[config.mk]
export PLATFORM = sky130hd
export DESIGN_NAME = gpr_wb_arbiter_flat
export DESIGN_NICKNAME = d
export VERILOG_FILES = /design/src/rtl/gpr_pkg.sv /design/src/rtl/gpr_wb_arbiter_if.sv /design/src/rtl/gpr_wb_arbiter_prio_pick.sv /design/src/rtl/gpr_wb_arbiter.sv /design/src/flat_wrapper.sv
export SDC_FILE = /design/constraint.sdc
export NUM_CORES = 1
export LEC_CHECK = 0
export BUFFER_PORTS_ARGS = -buffer_cell sky130_fd_sc_hd__buf_2
export CAP_MARGIN = 20
export CORE_ASPECT_RATIO = 0.6
export CORE_UTILIZATION = 24
export CTS_CLUSTER_DIAMETER = 100
export DETAILED_ROUTE_END_ITERATION = 10
export GPL_TIMING_DRIVEN = 1
export MAX_ROUTING_LAYER = met4
export SETUP_SLACK_MARGIN = 0.2
export SYNTH_ARGS = -nofsm -noshare
export SYNTH_HDL_FRONTEND = slang
export SYNTH_SLANG_ARGS = --single-unit
[constraint.sdc]
create_clock -name clk -period 1 [get_ports clk]
set_clock_uncertainty 0.2 [all_clocks]
set_input_delay 0.05 -clock clk [delete_from_list [all_inputs] [get_ports clk]]
set_output_delay 0.05 -clock clk [all_outputs]
set_load 0.01 [all_outputs]
[src/rtl/gpr_pkg.sv]
// gpr_pkg: shared definitions for the GPR writeback path.
//   WORD         - register width
//   GPR_AW       - register index width
//   gpr_wb_req_t - one writeback request (valid, destination register, data)
package gpr_pkg;

   localparam int WORD   = 32;
   localparam int GPR_AW = 5;

   typedef struct packed {
      logic              valid;
      logic [GPR_AW-1:0] addr;
      logic [WORD-1:0]   data;
   } gpr_wb_req_t;

endpackage

[src/rtl/gpr_wb_arbiter_if.sv]
// gpr_wb_arbiter_if: bundle of the two writeback sources, the pipeline freeze,
// and the register-file write port.
//   master - the pipeline side: drives hold and both requests, sees readies,
//            busy and the write port
//   slave  - the arbiter: sees requests, drives readies, busy and write port
interface gpr_wb_arbiter_if;
   import gpr_pkg::*;

   logic              hold;
   logic              s0_valid;
   logic [GPR_AW-1:0] s0_addr;
   logic [WORD-1:0]   s0_data;
   logic              s0_ready;
   logic              s1_valid;
   logic [GPR_AW-1:0] s1_addr;
   logic [WORD-1:0]   s1_data;
   logic              s1_ready;
   logic              we;
   logic [GPR_AW-1:0] wr_addr;
   logic [WORD-1:0]   wr_data;
   logic              busy;

   modport master (
      output hold, s0_valid, s0_addr, s0_data, s1_valid, s1_addr, s1_data,
      input  s0_ready, s1_ready, we, wr_addr, wr_data, busy
   );

   modport slave (
      input  hold, s0_valid, s0_addr, s0_data, s1_valid, s1_addr, s1_data,
      output s0_ready, s1_ready, we, wr_addr, wr_data, busy
   );

endinterface

[src/rtl/gpr_wb_arbiter_prio_pick.sv]
// gpr_wb_prio_pick: combinational grant selection for the GPR write port.
//   hold         in  - pipeline freeze, suppresses all grants
//   s0_valid     in  - source 0 (load data) request
//   s1_valid     in  - source 1 (ALU result) request
//   starve_force in  - source 1 has waited long enough and must win
//   grant0/1     out - one-hot (or zero) grant
module gpr_wb_prio_pick (
   input  logic hold,
   input  logic s0_valid,
   input  logic s1_valid,
   input  logic starve_force,
   output logic grant0,
   output logic grant1
);

   always_comb begin
      grant0 = 1'b0;
      grant1 = 1'b0;
      if (!hold) begin
         if (starve_force && s1_valid) begin
            grant1 = 1'b1;
         end else if (s0_valid) begin
            grant0 = 1'b1;
         end else if (s1_valid) begin
            grant1 = 1'b1;
         end
      end
   end

endmodule

[src/rtl/gpr_wb_arbiter.sv]
// gpr_wb_arbiter: shares the GPR file's single write port between load
// writeback (source 0, fixed priority) and ALU writeback (source 1).
// The winning request is registered into the we/wr_addr/wr_data stage; writes
// to r0 are accepted but never raise we.
//   clk  in  - clock
//   rst  in  - asynchronous, active-low reset
//   bus  slave modport of gpr_wb_arbiter_if (requests, readies, write port, busy)
// Build option: GPR_WB_STARVE_EN adds a starvation counter that forces
// source 1 to win after STARVE_MAX consecutive denied cycles. Without it,
// priority is strictly fixed and STARVE_MAX is only range-checked.
module gpr_wb_arbiter
   import gpr_pkg::*;
#(
   parameter int STARVE_MAX = 4
) (
   input logic             clk,
   input logic             rst,
   gpr_wb_arbiter_if.slave bus
);

   if (STARVE_MAX < 1 || STARVE_MAX > 15) begin : g_bad_starve_max
      $error("gpr_wb_arbiter: STARVE_MAX must be in 1..15");
   end

   gpr_wb_req_t req0;
   gpr_wb_req_t req1;
   gpr_wb_req_t win;
   logic        grant0;
   logic        grant1;
   logic        starve_force;
   logic        xfer;

   always_comb begin
      req0.valid = bus.s0_valid;
      req0.addr  = bus.s0_addr;
      req0.data  = bus.s0_data;
      req1.valid = bus.s1_valid;
      req1.addr  = bus.s1_addr;
      req1.data  = bus.s1_data;
   end

`ifdef GPR_WB_STARVE_EN
   logic [3:0] starve_cnt;

   assign starve_force = (starve_cnt == 4'(STARVE_MAX));

   // Counts consecutive unfrozen cycles in which source 1 waits. It cannot
   // pass STARVE_MAX: once there, an unfrozen cycle with s1_valid grants s1.
   always_ff @(posedge clk or negedge rst) begin
      if (!rst) begin
         starve_cnt <= '0;
      end else if (!bus.hold) begin
         if (!bus.s1_valid || grant1) begin
            starve_cnt <= '0;
         end else begin
            starve_cnt <= starve_cnt + 4'd1;
         end
      end
   end
`else
   assign starve_force = 1'b0;
`endif

   gpr_wb_prio_pick u_pick (
      .hold         (bus.hold),
      .s0_valid     (bus.s0_valid),
      .s1_valid     (bus.s1_valid),
      .starve_force (starve_force),
      .grant0       (grant0),
      .grant1       (grant1)
   );

   assign win  = grant1 ? req1 : req0;
   assign xfer = (grant0 || grant1) && win.valid;

   assign bus.s0_ready = grant0;
   assign bus.s1_ready = grant1;
   assign bus.busy     = (bus.s0_valid && !grant0) || (bus.s1_valid && !grant1);

   // Address/data hold between transfers so the register file sees a stable
   // bus; only we pulses.
   always_ff @(posedge clk or negedge rst) begin
      if (!rst) begin
         bus.we      <= 1'b0;
         bus.wr_addr <= '0;
         bus.wr_data <= '0;
      end else if (xfer) begin
         bus.we      <= (win.addr != '0);
         bus.wr_addr <= win.addr;
         bus.wr_data <= win.data;
      end else begin
         bus.we      <= 1'b0;
      end
   end

endmodule

[src/flat_wrapper.sv]
// flat-port wrapper written by rule: the top's interface ports become plain ports
module gpr_wb_arbiter_flat import gpr_pkg::*;
#(
   parameter int STARVE_MAX = 4
)
  (clk, rst, bus_hold, bus_s0_valid, bus_s0_addr, bus_s0_data, bus_s1_valid, bus_s1_addr, bus_s1_data, bus_s0_ready, bus_s1_ready, bus_we, bus_wr_addr, bus_wr_data, bus_busy);
  gpr_wb_arbiter_if bus_i ();
  input logic clk;
  input logic rst;
  input wire logic [$bits(bus_i.hold)-1:0] bus_hold;
  input wire logic [$bits(bus_i.s0_valid)-1:0] bus_s0_valid;
  input wire logic [$bits(bus_i.s0_addr)-1:0] bus_s0_addr;
  input wire logic [$bits(bus_i.s0_data)-1:0] bus_s0_data;
  input wire logic [$bits(bus_i.s1_valid)-1:0] bus_s1_valid;
  input wire logic [$bits(bus_i.s1_addr)-1:0] bus_s1_addr;
  input wire logic [$bits(bus_i.s1_data)-1:0] bus_s1_data;
  output wire logic [$bits(bus_i.s0_ready)-1:0] bus_s0_ready;
  output wire logic [$bits(bus_i.s1_ready)-1:0] bus_s1_ready;
  output wire logic [$bits(bus_i.we)-1:0] bus_we;
  output wire logic [$bits(bus_i.wr_addr)-1:0] bus_wr_addr;
  output wire logic [$bits(bus_i.wr_data)-1:0] bus_wr_data;
  output wire logic [$bits(bus_i.busy)-1:0] bus_busy;
  assign bus_i.hold = bus_hold;
  assign bus_i.s0_valid = bus_s0_valid;
  assign bus_i.s0_addr = bus_s0_addr;
  assign bus_i.s0_data = bus_s0_data;
  assign bus_i.s1_valid = bus_s1_valid;
  assign bus_i.s1_addr = bus_s1_addr;
  assign bus_i.s1_data = bus_s1_data;
  assign bus_s0_ready = bus_i.s0_ready;
  assign bus_s1_ready = bus_i.s1_ready;
  assign bus_we = bus_i.we;
  assign bus_wr_addr = bus_i.wr_addr;
  assign bus_wr_data = bus_i.wr_data;
  assign bus_busy = bus_i.busy;
  gpr_wb_arbiter #(.STARVE_MAX(STARVE_MAX)) u_core (.clk(clk), .rst(rst), .bus(bus_i));
endmodule
[Word level (Yosys, flattened, before mapping)]
Index checks and enable logic that the tools add are counted.
Storage, ports and cells
  logic and storage cells: 18
  output and inout port bits: 41
  bits in registers: 38
Cells by class
  reductions and logical operators: 8
  multiplexer cells: 7
Operators with widths (count)
  two-way mux 38 bit: 1
  two-way mux 1 bit: 6
  nonzero test 5 bit: 1
  logical AND 1 bit: 3
  logical NOT 1 bit: 2
  logical OR 1 bit: 2

[Logic depth before layout (Yosys ltp)]
Gate-level depths: netlist of the first run.
  word-level depth: 6
  gate-level depth with buffers: 5
  mapped depth without buffers: 3

[Modules after synthesis]
From an unflattened synthesis of the first run, not the netlist that was laid out.
Second synthesis, totals
  cell total of the unflattened synthesis: 136
  area, all modules: 2029.4 sq um
By module, submodules not included
  gpr_wb_arbiter: times used 1, cells an instance 132, area each 1999.4 sq um
  gpr_wb_prio_pick: times used 1, cells an instance 4, area each 30.0 sq um

[Worst setup path before layout of the first run]
No wires, ideal clock.
  path type: input port to flip-flop
  start: in bus_s0_addr[3]
  end: reg u_core.bus.we
  buffers on the path: 0
  cell stages on the path: 3
  path slack: -70 ps
  required time: 668 ps
  data arrival time: 738 ps
  path through: or4_1 -> o21ai_1 -> o31ai_1
On the way
  cells in the longest elaborated chain, start to end: 3
Ends and longest elaborated chain
  start: declaration: RTL line flat_wrapper.sv:12  | input wire logic [$bits(bus_i.s0_addr)-1:0] bus_s0_addr;
  two-way mux 38 bit: RTL line gpr_wb_arbiter.sv:73  | assign win = grant1 ? req1 : req0;
  nonzero test 5 bit: RTL line gpr_wb_arbiter.sv:88  | bus.we <= (win.addr != '0);
  two-way mux 1 bit: RTL line gpr_wb_arbiter.sv:87  | end else if (xfer) begin
  end signal: assignment: RTL line gpr_wb_arbiter.sv:88
  end: declaration: RTL line gpr_wb_arbiter_if.sv:30  | output s0_ready, s1_ready, we, wr_addr, wr_data, busy
Every way passes these cells.
A chain may end at the register's enable or synchronous reset.

[Final worst setup path of the first run]
  start: reg u_core.bus.wr_addr[0]
  end: out bus_wr_addr[0]
RTL lines
  start: declaration: RTL line gpr_wb_arbiter_if.sv:30
  start signal: assignment: RTL line gpr_wb_arbiter.sv:89  | bus.wr_addr <= win.addr;
  end: declaration: RTL line flat_wrapper.sv:20  | output wire logic [$bits(bus_i.wr_addr)-1:0] bus_wr_addr;
No word-level cell between the ends.

==> impl_metrics.yaml, run 1 <==
run_status:
  status: "finished, violations left"
  violations: "negative hold slack, negative setup slack"
place:
  gp_congestion: 0.783
  post-dp-hpwl_um: 4800
  placed_cells_incl_taps: 446
  port_buffers: 119
global_routing:
  overflow: 0
  track_usage: 0.173
  grt_pass1_vias: 2204
  grt_pass1_wl_um: 11300
  antenna_found_initial: 0
  grt_max_degree: 39
layout:
  nets: 438
  syn2layout_area_growth_pct: 80.5
  final_layout_size_suffix_gt1_frac: 0.586
  final_cells: 468
  utilization: 0.455
  n_antenna_cell: 0
floorplanning:
  dieArea_um2: 8750
  die_x_um: 120
  start_util: 0.252
  boundaryPins: 120
  rows: 25
  fp.coreArea_um2: 7980
  fp.dieH_um: 72.9
logic_synthesis:
  synth_area_leaders: "dfrtp_1, a22oi_1, nor2b_1"
  synth_top_cell_by_area: "dfrtp_1"
  syn_inst: 216
  ys_seq_area_frac: 0.473
  ys_seq_elements: 38
  synthArstFlopShare: 1.00
  ys.flop_type: "dfrtp_1"
  synthTopCellsByCount: "dfrtp_1, a21oi_1, a22oi_1, nor2b_1, o21ai_1"
  syn_area_um2: 2010
  synth_most_common_cell: "dfrtp_1"
  netlist.area_leader.share: 0.473
  syn_avg_cell_area_um2: 9.30
  synth_fp_nets: 295
  synth_edf_count: 0
  yosysUniqueCellTypes: 17
  yosys_warnings: 0
worst_setup_path:
  rr_startpoint: "u_core.bus.wr_addr[1]$_DFFE_PN0P_"
  path_max_fanout: 2
  r2r-end: "u_core.bus.wr_addr[1]$_DFFE_PN0P_"
  ff2ff_setup_slack_ps: -150
  crit_type: "flip-flop to output pin"
  critPathCaptureType: "output pin"
  worstPathArrival_ps: 930
  ff2ff_path_depth: 4
  cp-start-kind: "flip-flop"
  cp_data_required_time_ps: 750
min_path:
  hp-start: "bus_s0_addr[0]"
  min_to: "u_core.bus.wr_addr[0]$_DFFE_PN0P_"
  hp-class: "input port to flip-flop"
  min_delay_path_depth: 3
route:
  wl_per_cell_um: 15.9
  first_iter_violations: 74
  routed_wl_um: 7450
  dr.pass1.iters: 4
  viasPerCell: 4.77
  antenna_left: 0
  vias: 2231
  drc: 0
cts:
  cts_hold_buf: 1
  cts_tree: "done"
  clk_pin_slew_ps: 60
  cts_buffers: 5
  h-tree-depth: 2
  cts.path.max_buffers: 2
  cts_root_buf: "clkbuf_16"
  insertion_delay_ps: 270
  cts_num_sinks: 38
sta:
  setup_slack_ps: -182
  grt_setup_unrepaired: "yes"
  period_minus_slack_ps: 1180
  max_freq_ghz: 0.846
  fin_crit_sh: 1.18
  worst_hold_slack_ps: -195
  slew_headroom: 0.803
  finalSetupViolCount: 74
  drv_slew: 0
  tightest_slew_ps: 296
  hold_viol: 38
flow_run:
  maxCapViolCount: 0
pwr:
  p_per_area_nw_per_um2: 1490
  leakage_nw: 1.68
  ir_drop_v: 0.000644
routing by layer:
layer	wire [um]	share of wire	GRT usage	vias up
met5	0	0	-	-
met4	28	0.0038	0.0306	0
li1	-	-	-	1076
met2	3440	0.46	0.279	97
met1	3520	0.47	0.226	1054
met3	463	0.062	0.0398	4
how the worst max path moves through the flow:
stage | from | slack [ps] | cells after the start | end
2_1_floorplan | bus_s0_addr[3] | -70 | 3 | u_core.bus.we$_DFF_PN0_
3_3_place_gp | bus_s0_addr[3] | -210 | 4 | u_core.bus.we$_DFF_PN0_
3_5_place_dp | bus_s0_addr[3] | -240 | 4 | u_core.bus.we$_DFF_PN0_
4_1_cts | u_core.bus.wr_addr[3]$_DFFE_PN0P_ | -170 | 2 | bus_wr_addr[3]
5_1_grt | u_core.bus.wr_addr[0]$_DFFE_PN0P_ | -210 | 2 | bus_wr_addr[0]
6_report | u_core.bus.wr_addr[0]$_DFFE_PN0P_ | -180 | 2 | bus_wr_addr[0]
worst max-delay path, stage by stage (launching register included):
cell and delay [ps]:
dfrtp_1 410, buf_6 130, buf_6 110
final cells by class:
cell class,count,area [um2]
Clock buffer,5,125
Timing Repair Buffer,156,1160
Tap cell,108,135
Multi-Input combinational cell,158,1210
Fill cell,763,4350
Clock inverter,3,40.0
Sequential cell,38,951
cell families (layout without fill, tap and decap cells):
logic type | count (synthesis) | in the layout | share of synthesized area
buffers and inverters | 20 | 164 | 0.0554
adder cells (fa/ha/maj) | 1 | 1 | 0.00498
AO/OA/AOI/OAI | 113 | 113 | 0.329
flip-flops | 38 | 38 | 0.473
AND/OR/NAND/NOR | 44 | 44 | 0.138
per-stage QoR:
step                      instance area [um2]  setup TNS (ps)  setup slack, ps  power [W]
final                                    3630           -4500             -182    0.00541
after global routing                     3630           -7160             -211    0.00569
after CTS                                3360           -4800             -174    0.00527
after detailed placement                 2880           -4510             -237    0.00320
after global placement                   2880           -4280             -213    0.00318
after floorplan                          2010           -1240            -70.5    0.00254
sequential cells by signal (all words and copies together) (netlist names):
| register | cells |
|---|---|
| u_core.bus.wr_addr | 5 |
| u_core.bus.we | 1 |
| u_core.bus.wr_data | 32 |
placed cells by master, fill, tap and decap left out, drive strengths merged:
cell type and n:
a21oi 37, dfrtp 38, a22oi 37, clkbuf 5
bufbuf 2, or4 2, clkinv 2, nor2b 38
maj3 1, o21ai 38, dlygate4sd3 1, nand2b 1
bufinv 1, nor2 2, buf 153, o31ai 1
and2b 1
timing repair:
item	in CTS	in global routing
cloned	2	0
setup endpoints to repair	79	79
gates resized for setup	45	66
pin swaps	5	19
hold endpoints to repair	76	38
buffers inserted	11	0
power by group:
part           switching (W)  leakage [nW]  internal (W)
Combinational       0.000719          1.14      0.000972
Sequential          0.000174         0.462       0.00176
Clock               0.000624        0.0836       0.00117
Total                0.00152          1.68       0.00390
No activity file was read; power rests on OpenSTA's default activity.
==> run 2, diff against run 1 <==
- clock period: 1 -> 0.99 ns (I/O delays scaled with it)
==> impl_metrics.yaml, run 2 (synthesis gave the netlist of run 1 again) <==
sta:
  setup_slack_ps: -181
  slew_headroom: 0.823
  hold_viol: 38
  finalSetupViolCount: 75
  fin_crit_sh: 1.18
  drv_slew: 0
  tightest_slew_ps: 266
  fin_setup_tns_ps: -5730
  period_minus_slack_ps: 1170
  grt_setup_unrepaired: "yes"
  worst_hold_slack_ps: -194
  max_freq_ghz: 0.854
layout:
  n_antenna_cell: 0
  nets: 449
  largest_registers: "u_core.bus.wr_data (32), u_core.bus.wr_addr (5), u_core.bus.we (1)"
  regMostFlops: "u_core.bus.wr_data"
  layout_common_cells: "buf_2, dfrtp_1, o21ai_1"
  fill_cells: 796
  fin_area_um2: 3640
  final_cells: 478
  syn2layout_area_growth_pct: 81.1
  final_layout_size_suffix_gt1_frac: 0.586
  final_common_cell: "buf_2"
  largest_register_ffs: 32
pwr:
  ir_drop_v: 0.000537
  leakage_nw: 1.69
  p_per_area_nw_per_um2: 1430
cts:
  cts_hold_buf: 1
  h-tree-depth: 2
  cts_tree: "done"
  cts.path.max_buffers: 2
  clk_pin_slew_ps: 60
  insertion_delay_ps: 270
  cts_num_sinks: 38
  cts_buffers: 5
  cts_root_buf: "clkbuf_16"
worst_setup_path:
  path_common_cell: "buf_6"
  path_max_fanout: 2
  path_cells: "buf_6 > buf_6"
  crit_path_max_incr_delay_ps: 410
  cp-start-kind: "flip-flop"
  cp_num_buf_inv: 2
  cp_data_required_time_ps: 740
  critPathSlowestCell: "dfrtp_1"
  crit_type: "flip-flop to output pin"
  path_delay_family: "flip-flops"
  worstPathArrival_ps: 920
  critPathCaptureType: "output pin"
floorplanning:
  start_util: 0.252
  die_x_um: 120
  boundaryPins: 120
  fp.coreArea_um2: 7980
  rows: 25
  dieArea_um2: 8750
  fp.dieH_um: 72.9
route:
  routed_wl_um: 7660
  viasPerCell: 4.91
  dr.pass1.iters: 4
  wl_per_cell_um: 16.0
  drc: 0
  antenna_left: 0
  vias: 2349
  first_iter_violations: 103
global_routing:
  antenna_found_initial: 0
  grt_max_degree: 31
  grt_pass1_wl_um: 11300
  grt_pass1_vias: 2186
  track_usage: 0.175
  gr-usage-met2: 0.266
  grt_busiest_layer: "met2"
  globalRouteMet1Util: 0.230
  overflow: 0
  use_met3: 0.0516
place:
  dpl_cell_area_um2: 2910
  port_buffers: 119
  placed_cells_incl_taps: 449
  post-dp-hpwl_um: 5080
  gp_congestion: 0.891
  dp_slack_ps: -234
run_status:
  violations: "negative hold slack, negative setup slack"
  status: "finished, violations left"
min_path:
  hp-class: "input port to flip-flop"
flow_run:
  maxCapViolCount: 0
-- run 2: final cells by class --
class,instances,area (um2),area share
flip-flops and latches,38,951,0.261
repair buffers,167,1230,0.337
multi-input cells,158,1190,0.328
well taps,108,135,0.0371
clock buffers,7,133,0.0365
-- run 2: final timing paths --
kind	start	to	slack, ps	depth (start not counted)
hold / removal	bus_s0_data[0]	u_core.bus.wr_data[0]$_DFFE_PN0P_	-190	3
hold reg to reg	u_core.bus.wr_data[17]$_DFFE_PN0P_	u_core.bus.wr_data[17]$_DFFE_PN0P_	340	2
min in group asynchronous	rst	u_core.bus.wr_addr[2]$_DFFE_PN0P_	70	3
setup / recovery	u_core.bus.wr_data[1]$_DFFE_PN0P_	bus_wr_data[1]	-180	2
max in group asynchronous	rst	u_core.bus.wr_data[12]$_DFFE_PN0P_	290	3
setup reg to reg	u_core.bus.wr_addr[0]$_DFFE_PN0P_	u_core.bus.wr_addr[0]$_DFFE_PN0P_	-160	4
-- run 2: report_power, final --
| group | switching [W] | internal (W) |
|---|---|---|
| clock | 0.000561 | 0.000920 |
| combinational | 0.000748 | 0.000998 |
| sequential | 0.000189 | 0.00178 |
| total | 0.00150 | 0.00369 |
-- run 2: routing by layer --
metal | part of all wire | wire length, um | vias to the layer above
li1 | - | - | 1097
met1 | 0.45 | 3470 | 1123
met4 | 0.0088 | 67 | 0
met3 | 0.092 | 708 | 7
met5 | 0 | 0 | -
met2 | 0.45 | 3410 | 122
-- run 2: metrics by stage --
stage | power, W | util | hold slack [ps]
floorplan | 0.00256 | - | -446
detailed placement | 0.00326 | 0.364 | -160
global route | 0.00550 | 0.456 | -193
global placement | 0.00324 | 0.364 | -169
CTS | 0.00506 | 0.425 | -199
finish | 0.00519 | 0.456 | -194
-- run 2: worst reg2reg max path, cell delays in order, from the launching register on --
cell     delay, ps
dfrtp_1        410
buf_4          150
nor2b_4        120
a21oi_2         90
o21ai_1         60
-- run 2: repair_timing --
item,4_1_cts,5_1_grt
endpoints found under the hold margin,76,38
setup endpoints to repair,79,79
resized for setup,50,53
setup buffers,18,3
pin swaps,7,23
==> run 3, diff against run 2 <==
- MAX_ROUTING_LAYER: met4 -> unset
- PLACE_DENSITY: unset -> 0.55
==> impl_metrics.yaml, run 3 (synthesis gave the netlist of run 1 again) <==
layout:
  multi_input_area_um2: 1250
  nets: 445
  regMostFlops: "u_core.bus.wr_data"
  utilization: 0.467
  largest_register_ffs: 32
  final_common_cell: "buf_2"
  final_layout_size_suffix_gt1_frac: 0.607
  n_antenna_cell: 0
  seqCellArea_um2: 951
  layout_common_cells: "buf_2, dfrtp_1, o21ai_1"
  fill_cells: 769
  largest_registers: "u_core.bus.wr_data (32), u_core.bus.wr_addr (5), u_core.bus.we (1)"
  final_cells: 474
  syn2layout_area_growth_pct: 85.4
sta:
  finalSetupViolCount: 75
  drv_slew: 0
  slew_headroom: 0.782
  setup_slack_ps: -181
  worst_hold_slack_ps: -190
  max_freq_ghz: 0.854
  period_minus_slack_ps: 1170
  tightest_slew_ps: 326
  grt_setup_unrepaired: "yes"
  fin_crit_sh: 1.18
  hold_viol: 38
cts:
  insertion_delay_ps: 270
  clk_pin_slew_ps: 50
  cts_num_sinks: 38
  cts.path.max_buffers: 2
  cts_buffers: 5
  cts_root_buf: "clkbuf_16"
  cts_tree: "done"
  cts_hold_buf: 1
  h-tree-depth: 2
global_routing:
  grt_pass1_wl_um: 11400
  grt_pass1_vias: 2245
  antenna_found_initial: 0
  grt_max_degree: 39
  track_usage: 0.169
  overflow: 0
place:
  placed_cells_incl_taps: 451
  post-dp-hpwl_um: 4940
  gp_congestion: 0.758
  port_buffers: 119
floorplanning:
  fp.coreArea_um2: 7980
  start_util: 0.252
  fp.dieH_um: 72.9
  die_x_um: 120
  dieArea_um2: 8750
  rows: 25
  boundaryPins: 120
worst_setup_path:
  ff2ff_setup_slack_ps: -140
  critPathSlowestCell: "dfrtp_1"
  crit_start: "u_core.bus.wr_addr[1]$_DFFE_PN0P_"
  worstPathArrival_ps: 920
  ff2ff_path_depth: 4
  cp_data_required_time_ps: 740
  crit_path_max_incr_delay_ps: 410
  critPathCaptureType: "output pin"
  cp-start-kind: "flip-flop"
  crit_type: "flip-flop to output pin"
  path_common_cell: "buf_6"
  path_cells: "buf_6 > buf_6"
  endpoint: "bus_wr_addr[1]"
  r2r-end: "u_core.bus.wr_data[29]$_DFFE_PN0P_"
  path_max_fanout: 3
  rr_startpoint: "u_core.bus.wr_data[29]$_DFFE_PN0P_"
pwr:
  ir_drop_v: 0.000720
  total_power_w: 0.00522
  p_per_area_nw_per_um2: 1400
  leakage_nw: 1.73
min_path:
  hp-class: "input port to flip-flop"
route:
  routed_wl_um: 7490
  wl_per_cell_um: 15.8
  viasPerCell: 4.88
  drc: 0
  vias: 2314
  dr.pass1.iters: 4
  antenna_left: 0
  first_iter_violations: 96
run_status:
  status: "finished, violations left"
  violations: "negative hold slack, negative setup slack"
flow_run:
  maxCapViolCount: 0
[run 3: report_power, final]
group	switching, W	leakage [nW]	internal (W)
sequential	0.000189	0.462	0.00178
clock	0.000557	0.0640	0.000920
combinational	0.000742	1.20	0.00103
[run 3: final cells by class]
class,count,area share
Clock buffer,7,0.0356
Tap cell,108,0.0363
Multi-Input combinational cell,158,0.335
Timing Repair Buffer,163,0.338
Sequential cell,38,0.255
[run 3: metal layers]
| metal | GRT usage | up-vias | wire [um] |
|---|---|---|---|
| met5 | 0 | - | 0 |
| met2 | 0.261 | 105 | 3230 |
| met1 | 0.236 | 1115 | 3620 |
| met4 | 0.0458 | 0 | 78 |
| met3 | 0.0406 | 6 | 567 |
| li1 | - | 1088 | - |
[run 3: timing repair]
item	4_1_cts	5_1_grt
pin swaps	2	18
setup endpoints to repair	79	78
hold endpoints to repair	76	38
buffers inserted	13	0
cloned	2	0
resized for setup	48	69
[run 3: how the worst min path moves through the flow]
| stage | from | end | slack [ps] | cells past startpoint |
|---|---|---|---|---|
| after floorplan | rst | u_core.bus.we$_DFF_PN0_ | -450 | 0 |
| after global placement | rst | u_core.bus.wr_data[21]$_DFFE_PN0P_ | -170 | 2 |
| after detailed placement | rst | u_core.bus.wr_data[21]$_DFFE_PN0P_ | -160 | 2 |
| after CTS | bus_s0_data[9] | u_core.bus.wr_data[9]$_DFFE_PN0P_ | -200 | 3 |
| after global routing | bus_s0_data[10] | u_core.bus.wr_data[10]$_DFFE_PN0P_ | -190 | 3 |
| final | bus_s0_data[0] | u_core.bus.wr_data[0]$_DFFE_PN0P_ | -190 | 3 |
[run 3: critical path, delay by kind of cell, from the launching register on]
kind / cells / cell delay, ps
flops: 1 / 410
buf+inv: 2 / 240
[run 3: per-stage QoR]
stage	area, um2	setup TNS (ps)	setup slack [ps]
5_1_grt	3720	-7800	-217
3_3_place_gp	2930	-4490	-222
6_report	3720	-4970	-181
3_5_place_dp	2930	-5590	-264
4_1_cts	3440	-5270	-182
2_1_floorplan	2010	-1620	-80.0
